File: src/rtl/pc_sel_ctrl.sv
// pc_sel_ctrl: next-PC source sequencer for the RV32IC pipeline.
// Picks between PC+4, PC+2, the branch/jump target and hold. It also
// sequences the post-redirect squash window and the halt drain, and
// counts redirects in a saturating counter for performance debug.
module pc_sel_ctrl #(
    parameter int FLUSH_CYCLES = 2,
    parameter int DRAIN_CYCLES = 3,
    parameter int CNT_W        = 16
) (
    input  logic             clk,
    input  logic             rst,
    input  logic             stall,
    input  logic             is_compressed,
    input  logic             branch_taken,
    input  logic             jump,
    input  logic             halt,
    output logic [1:0]       pc_sel,
    output logic             pc_write,
    output logic             flush_if_id,
    output logic             flush_id_ex,
    output logic             halted,
    output logic [CNT_W-1:0] redirect_count
);

    // Stop elaboration if a parameter is outside the range the 3-bit counter supports
    if (FLUSH_CYCLES < 1 || FLUSH_CYCLES > 7) begin : g_bad_flush
        $error("pc_sel_ctrl: FLUSH_CYCLES must be in 1..7");
    end
    if (DRAIN_CYCLES < 1 || DRAIN_CYCLES > 7) begin : g_bad_drain
        $error("pc_sel_ctrl: DRAIN_CYCLES must be in 1..7");
    end

    localparam logic [1:0] SEL_PC4    = 2'b00;
    localparam logic [1:0] SEL_PC2    = 2'b01;
    localparam logic [1:0] SEL_TARGET = 2'b10;
    localparam logic [1:0] SEL_HOLD   = 2'b11;

    // The detection cycle is the first flush cycle, so the squash window is one shorter
    localparam logic [2:0] FLUSH_RELOAD = 3'(FLUSH_CYCLES - 1);
    localparam logic [2:0] DRAIN_RELOAD = 3'(DRAIN_CYCLES);

    typedef enum logic [2:0] {
        S_INIT,
        S_RUN,
        S_SQUASH,
        S_DRAIN,
        S_HALTED
    } state_t;

    state_t           r_state;
    state_t           w_state_next;
    logic [2:0]       r_cnt;
    logic [2:0]       w_cnt_next;
    logic             r_halted;
    logic [CNT_W-1:0] r_redirect_count;
    logic             w_redir;
    logic             w_take_redir;
    logic [1:0]       w_seq_sel;

    assign w_redir   = branch_taken | jump;
    assign w_seq_sel = is_compressed ? SEL_PC2 : SEL_PC4;

    // Next-state and Mealy outputs; a taken redirect overrides the per-state choice
    always_comb begin
        w_state_next = r_state;
        w_cnt_next   = r_cnt;
        pc_sel       = SEL_HOLD;
        pc_write     = 1'b0;
        flush_if_id  = 1'b0;
        flush_id_ex  = 1'b0;
        w_take_redir = 1'b0;

        case (r_state)
            S_INIT: begin
                w_state_next = S_RUN;
            end
            S_RUN: begin
                if (w_redir) begin
                    w_take_redir = 1'b1;
                end else if (halt) begin
                    flush_if_id  = 1'b1;
                    w_cnt_next   = DRAIN_RELOAD;
                    w_state_next = S_DRAIN;
                end else if (!stall) begin
                    pc_sel   = w_seq_sel;
                    pc_write = 1'b1;
                end
            end
            S_SQUASH: begin
                // Everything decoded here comes from squashed bubbles
                pc_sel      = w_seq_sel;
                pc_write    = 1'b1;
                flush_id_ex = 1'b1;
                w_cnt_next  = r_cnt - 3'd1;
                if (r_cnt <= 3'd1) begin
                    w_state_next = S_RUN;
                end
            end
            S_DRAIN: begin
                flush_if_id = 1'b1;
                if (w_redir) begin
                    // An older branch/jump still in flight cancels the halt
                    w_take_redir = 1'b1;
                end else begin
                    w_cnt_next = r_cnt - 3'd1;
                    if (r_cnt <= 3'd1) begin
                        w_state_next = S_HALTED;
                    end
                end
            end
            S_HALTED: begin
                w_state_next = S_HALTED;
            end
            default: begin
                w_state_next = S_INIT;
            end
        endcase

        if (w_take_redir) begin
            pc_sel      = SEL_TARGET;
            pc_write    = 1'b1;
            flush_if_id = 1'b1;
            flush_id_ex = 1'b1;
            if (FLUSH_CYCLES == 1) begin
                w_cnt_next   = 3'd0;
                w_state_next = S_RUN;
            end else begin
                w_cnt_next   = FLUSH_RELOAD;
                w_state_next = S_SQUASH;
            end
        end

        // During reset hold the PC and clear both pipeline registers
        if (rst) begin
            pc_sel       = SEL_HOLD;
            pc_write     = 1'b0;
            flush_if_id  = 1'b1;
            flush_id_ex  = 1'b1;
            w_take_redir = 1'b0;
        end
    end

    // State, counter, halted flag and saturating redirect counter
    always_ff @(posedge clk) begin
        if (rst) begin
            r_state          <= S_INIT;
            r_cnt            <= 3'd0;
            r_halted         <= 1'b0;
            r_redirect_count <= '0;
        end else begin
            r_state  <= w_state_next;
            r_cnt    <= w_cnt_next;
            r_halted <= (w_state_next == S_HALTED);
            if (w_take_redir && (r_redirect_count != {CNT_W{1'b1}})) begin
                r_redirect_count <= r_redirect_count + 1'b1;
            end
        end
    end

    assign halted         = r_halted;
    assign redirect_count = r_redirect_count;

endmodule

File: config.mk
export PLATFORM = sky130hd
export DESIGN_NAME = pc_sel_ctrl
export DESIGN_NICKNAME = d
export VERILOG_FILES = /design/src/rtl/pc_sel_ctrl.sv
export SDC_FILE = /design/constraint.sdc
export NUM_CORES = 1
export LEC_CHECK = 0
export BUFFER_PORTS_ARGS = -buffer_cell sky130_fd_sc_hd__buf_4
export CORE_MARGIN = 4
export CORE_UTILIZATION = 56
export CTS_BUF_LIST = sky130_fd_sc_hd__clkbuf_8
export CTS_CLUSTER_DIAMETER = 60
export DETAILED_ROUTE_END_ITERATION = 8
export MAX_ROUTING_LAYER = met4
export PLACE_DENSITY = 0.82
export SYNTH_ARGS = -nofsm -noshare
export SYNTH_HDL_FRONTEND = slang
export SYNTH_SLANG_ARGS = --single-unit
File: constraint.sdc
create_clock -name clk -period 2.2 [get_ports clk]
set_input_delay 0.44 -clock clk [delete_from_list [all_inputs] [get_ports clk]]
set_output_delay 0.44 -clock clk [all_outputs]
set_load 0.05 [all_outputs]
After elaboration in Yosys (flattened, before gate mapping)
Index checks and enable logic that the tools add are counted.
W data, S select, Z words.
{"block": "totals", "register_bits": 23, "in_bits": 7, "out_inout_bits": 22, "wordCells": 65}
{"block": "classes", "add_sub_neg": 2, "n_lt_le_gt_ge": 1, "n_eq_ne": 12, "mux": 36, "n_bitwise": 1, "n_reduce_logical": 8}
{"operator": "$mux W3", "n": 9}
{"operator": "$mux W1", "n": 17}
{"operator": "$add A16 B1 Y16 const B", "n": 1}
{"operator": "$ne A16 B16 Y1 const B", "n": 1}
{"operator": "$pmux W3 S5", "n": 1}
{"operator": "$mux W2", "n": 5}
{"operator": "$ne A3 B3 Y1 const B", "n": 3}
{"operator": "$pmux W3 S3", "n": 1}
{"operator": "$reduce_and A4 Y1", "n": 2}
{"operator": "$eq A3 B2 Y1 const B", "n": 2}
{"operator": "$eq A3 B3 Y1 const B", "n": 2}
{"operator": "$ne A2 B2 Y1 const B", "n": 3}
{"operator": "$pmux W1 S2", "n": 2}
{"operator": "$pmux W2 S2", "n": 1}
{"operator": "$reduce_bool A4 Y1", "n": 1}
{"operator": "$reduce_or A2 Y1", "n": 2}
{"operator": "$eq A3 B1 Y1 const B", "n": 1}
{"operator": "$le A3 B1 Y1 const B", "n": 1}
{"operator": "$logic_not A3 Y1", "n": 1}
{"operator": "$reduce_bool A3 Y1", "n": 1}
{"operator": "$sub A3 B1 Y3 const B", "n": 1}
{"operator": "$logic_and A1 B1 Y1", "n": 1}
{"operator": "$or A1 B1 Y1", "n": 1}

Longest topological paths before layout
{"block": "depth", "word_depth": 7, "ltp_mapped": 6}

Worst setup path before layout
OpenSTA, ideal clock, no wires.
{"block": "synth_timing", "path_kind": "flip-flop to output port", "startpoint": "reg r_state[0]", "endpoint": "out pc_sel[0]", "arrival_ps": 2106, "required_ps": 1760, "slack_ps": -346, "path_stages_with_launch": 6, "n_path_buf": 1, "cell_sequence": "dfxtp_1 > buf_2 > nor3b_1 > a22oi_1 > or3_1 > a2bb2oi_1"}
{"block": "synth_between", "elab_chain_cells": 5, "elab_cells_between_ends": 8}
{"item": "from (decl)", "line": "50", "text": "state_t r_state;"}
{"item": "from (signal assigned)", "line": "151", "text": "r_state <= w_state_next;"}
{"item": "$eq A3 B2 Y1 or $eq A3 B1 Y1 (tied branches)", "line": "73", "text": "case (r_state)"}
{"item": "$reduce_or A2 Y1 (no line)"}
{"item": "$mux W1"}
{"item": "$mux W2 (*)", "line": "119", "text": "if (w_take_redir) begin"}
{"item": "$mux W2 (*)", "line": "134", "text": "if (rst) begin"}
{"item": "to (decl)", "line": "17", "text": "output logic [1:0] pc_sel,"}
Every way passes the cells marked *; elsewhere a longest branch is shown, timed or not.

Worst setup path after layout
Ends and elaborated chain as after synthesis.

==> summary.txt <==
Status
  • Status: completed

STA
  • Relative slew slack: approximately two thirds
  • Clock skew: 0.00768 ns
  • Endpoints failing setup: 0
  • Slew Limit Fails: 0
  • TNS Setup: 0 ns
  • Worst-Margin Slew: 0.499 ns
  • Fin crit period: 2.10 ns
  • Max Fclk: roughly 480 MHz
  • Worst hold margin: 0.381 ns
  • Fin crit share: 95.6%
  • RSZ-0062 raised after global routing: no
  • Hold Fails Final Rpt: 0

Die
  • Initial core utilization: 59.5%
  • Core Region: 2230 um^2
  • Ports: 29
  • Total die area: 3220 um^2
  • Die height: approximately 57 um
  • Cell Rows: 17
  • Die width: about 57 um

Worst setup path
  • Internal reg-to-reg setup slack: around 0.14 ns
  • Worst R2R Path Depth: 4
  • Worst reg2reg path endpoint: redirect_count[8]$_SDFFE_PP0P_
  • CP Capture Point: pc_sel[0]
  • Worst EP arrival: 1.66 ns
  • Crit path launch: r_state[0]$_SDFF_PP0_
  • CP Launch Type: flip-flop
  • Crit end category: primary output
  • WP data required: between 1.5 and 2 ns
  • Worst R2R Start: redirect_count[4]$_SDFFE_PP0P_
  • Critical path peak fanout: 7
  • WS Path Type: flip-flop to primary output

Global routing
  • First-pass GRT wire length: 5360 um
  • Gr usage total: 20.9%
  • Largest net degree at the start of global routing: 23
  • Vias in the first global route: 1254
  • Total grt overflow: 0
  • Initial antenna violation count: 0

Flow run
  • Number of max-cap violations: 0

Layout
  • Area delta synth->final: 23.1%
  • Nets: 196
  • Non-filler cells, final: 213
  • Ant. Diodes: 0
  • Ratio of cells with drive above 1 in the final layout: 28.6%
  • Fillers: 187
  • Final Instance Area: 1640 um^2

Hold path
  • Worst min-delay path category: input port to flip-flop

Power and ir drop
  • Leakage power: 0.617 nW
  • Peak supply drop: between 0.7 and 0.8 mV
  • Cell Pwr Density: 561 nW/um^2
  • Comb pwr share: 21.7%
  • Clock power frac: 29.1%
  • Switching power total: 280 uW
  • Switching Share: 30.6%
  • Share of total power in sequential cells: 49.2%
  • Design internal power: about 640 uW
  • Tot Pwr: 917 uW

Detailed routing
  • Via count: 1367
  • WL final: around 3300 um
  • Max Used Layer: met4
  • Antenna viol nets, final: 0
  • DRT iter0 DRCs: 36
  • Via/cell ratio: approximately 6.4
  • DR WL met3: 215 um
  • Drt first pass iters: 4
  • WL per Instance: 15.4 um
  • DR DRC count: 0
  • Metal-1 WL: 1490 um
  • Met2 wire len: 1550 um

Logic synthesis
  • Cells after Synth: 155
  • Mapped Nets: 165
  • Post-synthesis sequential area ratio: 34.7%
  • YS warnings: 0
  • Cell taking the most area after synthesis: dfxtp_1
  • Number of synthesized flops with an enable pin: 0
  • Mapped Area: approximately 1300 um^2
  • Top_reg_cell synth: dfxtp_1
  • Synthesis-stage register bit count: 23
  • Area share of the largest cell type after synthesis: 34.7%
  • Asr flop ratio synth: 0%
  • Avg Cell Area, Syn: 8.57 um^2
  • Main area contributors after synthesis: dfxtp_1 (35%), o31ai_1 (3.4%), o311ai_0 (3.3%)
  • Yosys cell types: 45

Clock network
  • CTS tree: yes
  • Root Driver: clkbuf_8
  • Clock Sinks: 23
  • Maximum buffer depth of the clock tree: 2
  • Clock Latency Late Sink: 0.27 ns
  • Total CTS buffers: 3
  • H-tree depth: 1
  • Clock transition at the registers of the reported paths: ~0.090 ns
  • Post CTS Setup Buffer Count: 0

Placement
  • Detailed Place HPWL: 2350 um
  • Port Buffers: 28
  • Placed Instance Area: 1580 um^2
  • Placed insts: ~210
  • Final GP Congestion: slightly above 0.8
-- sequential cells by signal (all words and copies together) (netlist names) --
name,count
r_state,3
halted,1
redirect_count,16
r_cnt,3
-- layer usage --
metal,vias up,GRT usage [%]
li1,667,-
met1,657,27.1
met2,39,32.3
met3,4,5.98
met4,0,4.75
met5,-,-
-- timing repair --
item                       in CTS  in global routing
setup endpoints to repair       1                  1
hold buffers                    0                  0
gates resized for setup         1                  2
-- stage by stage --
| step | setup slack (ns) | utilization (%) |
|---|---|---|
| 3_5_place_dp | 0.144 | 70.8 |
| 2_1_floorplan | 0.0127 | - |
| 4_1_cts | 0.0378 | 72.9 |
| 5_1_grt | 0.00353 | 73.2 |
| 6_report | 0.0967 | 73.2 |
| 3_3_place_gp | 0.180 | 70.8 |
-- synth_stat cells (all sizes together), types with 2 or more instances --
cell type / n
nor3: 6
nand2: 8
ha: 3
nand4: 4
nor2: 11
o211ai: 2
dfxtp: 23
or4b: 2
nor3b: 2
nor2b: 3
buf: 4
inv: 6
or2: 3
o311ai: 5
a211o: 2
nand3: 8
a41oi: 2
a211oi: 3
a2111oi: 2
o21ai: 5
or3: 6
o31ai: 6
a21oi: 8
nor4: 2
or4: 4
clkbuf: 4
mux2i: 2
a311oi: 2
o41ai: 4
-- layout make-up --
type                       instances  area [um^2]  share of cell area [%]
multi-input combinational        116          800                    48.9
tap                               28         35.0                    2.14
timing repair buffer              35          263                    16.1
inverter                           7         26.3                    1.61
clock inverter                     1         5.00                   0.306
sequential                        23          465                    28.5
clock buffer                       3         41.3                    2.52
-- cells by family (layout without fill, tap and decap cells) --
group           after synthesis  count (layout)  synth area share, %
flops                        23              23                 34.7
fa+ha+maj                     3               3                 2.83
mux                           3               3                 2.35
simple gates                 63              63                 28.1
xor+xnor                      1               1                0.659
buf+inv                      16              46                 6.03
compound gates               46              46                 25.4
-- power groups by stage --
stage | clock network (mW) | registers (mW) | logic (mW)
global route | 0.286 | 0.454 | 0.214
CTS | 0.270 | 0.450 | 0.197
detailed placement | 0 | 0.459 | 0.195
finish | 0.267 | 0.451 | 0.199
global placement | 0 | 0.458 | 0.190
floorplan | 0 | 0.462 | 0.132
-- critical path: stages (launching register included) --
cell,delay (ns)
dfxtp_2,0.42
nor3b_2,0.18
a22oi_1,0.10
or3_1,0.36
a2bb2oi_2,0.14
buf_4,0.20
-- how the worst min path moves through the flow --
stage / to / depth (start not counted) / slack, ns / start
global placement: redirect_count[1]$_SDFFE_PP0P_ / 2 / 0.48 / redirect_count[1]$_SDFFE_PP0P_
CTS: redirect_count[2]$_SDFFE_PP0P_ / 2 / 0.37 / rst
global route: redirect_count[2]$_SDFFE_PP0P_ / 2 / 0.38 / rst
floorplan: r_cnt[0]$_SDFFE_PP0P_ / 1 / 0.51 / r_cnt[0]$_SDFFE_PP0P_
detailed placement: redirect_count[1]$_SDFFE_PP0P_ / 2 / 0.50 / redirect_count[1]$_SDFFE_PP0P_
finish: redirect_count[2]$_SDFFE_PP0P_ / 2 / 0.38 / rst
-- layout by cell type, fill, tap and decap left out, types with 4 or more instances in the layout --
cell	Yosys	layout
a21oi_1	8	8
buf_4	0	35
dfxtp_1	23	19
dfxtp_2	0	4
inv_1	6	6
nand2_1	8	8
nand3_1	8	8
nor2_1	11	11
nor3_1	6	6
o21ai_0	5	5
o311ai_0	5	5
o31ai_1	6	6
o41ai_1	4	4
or3_1	6	6
or4_1	4	4
(Power assumes the default switching activity.)
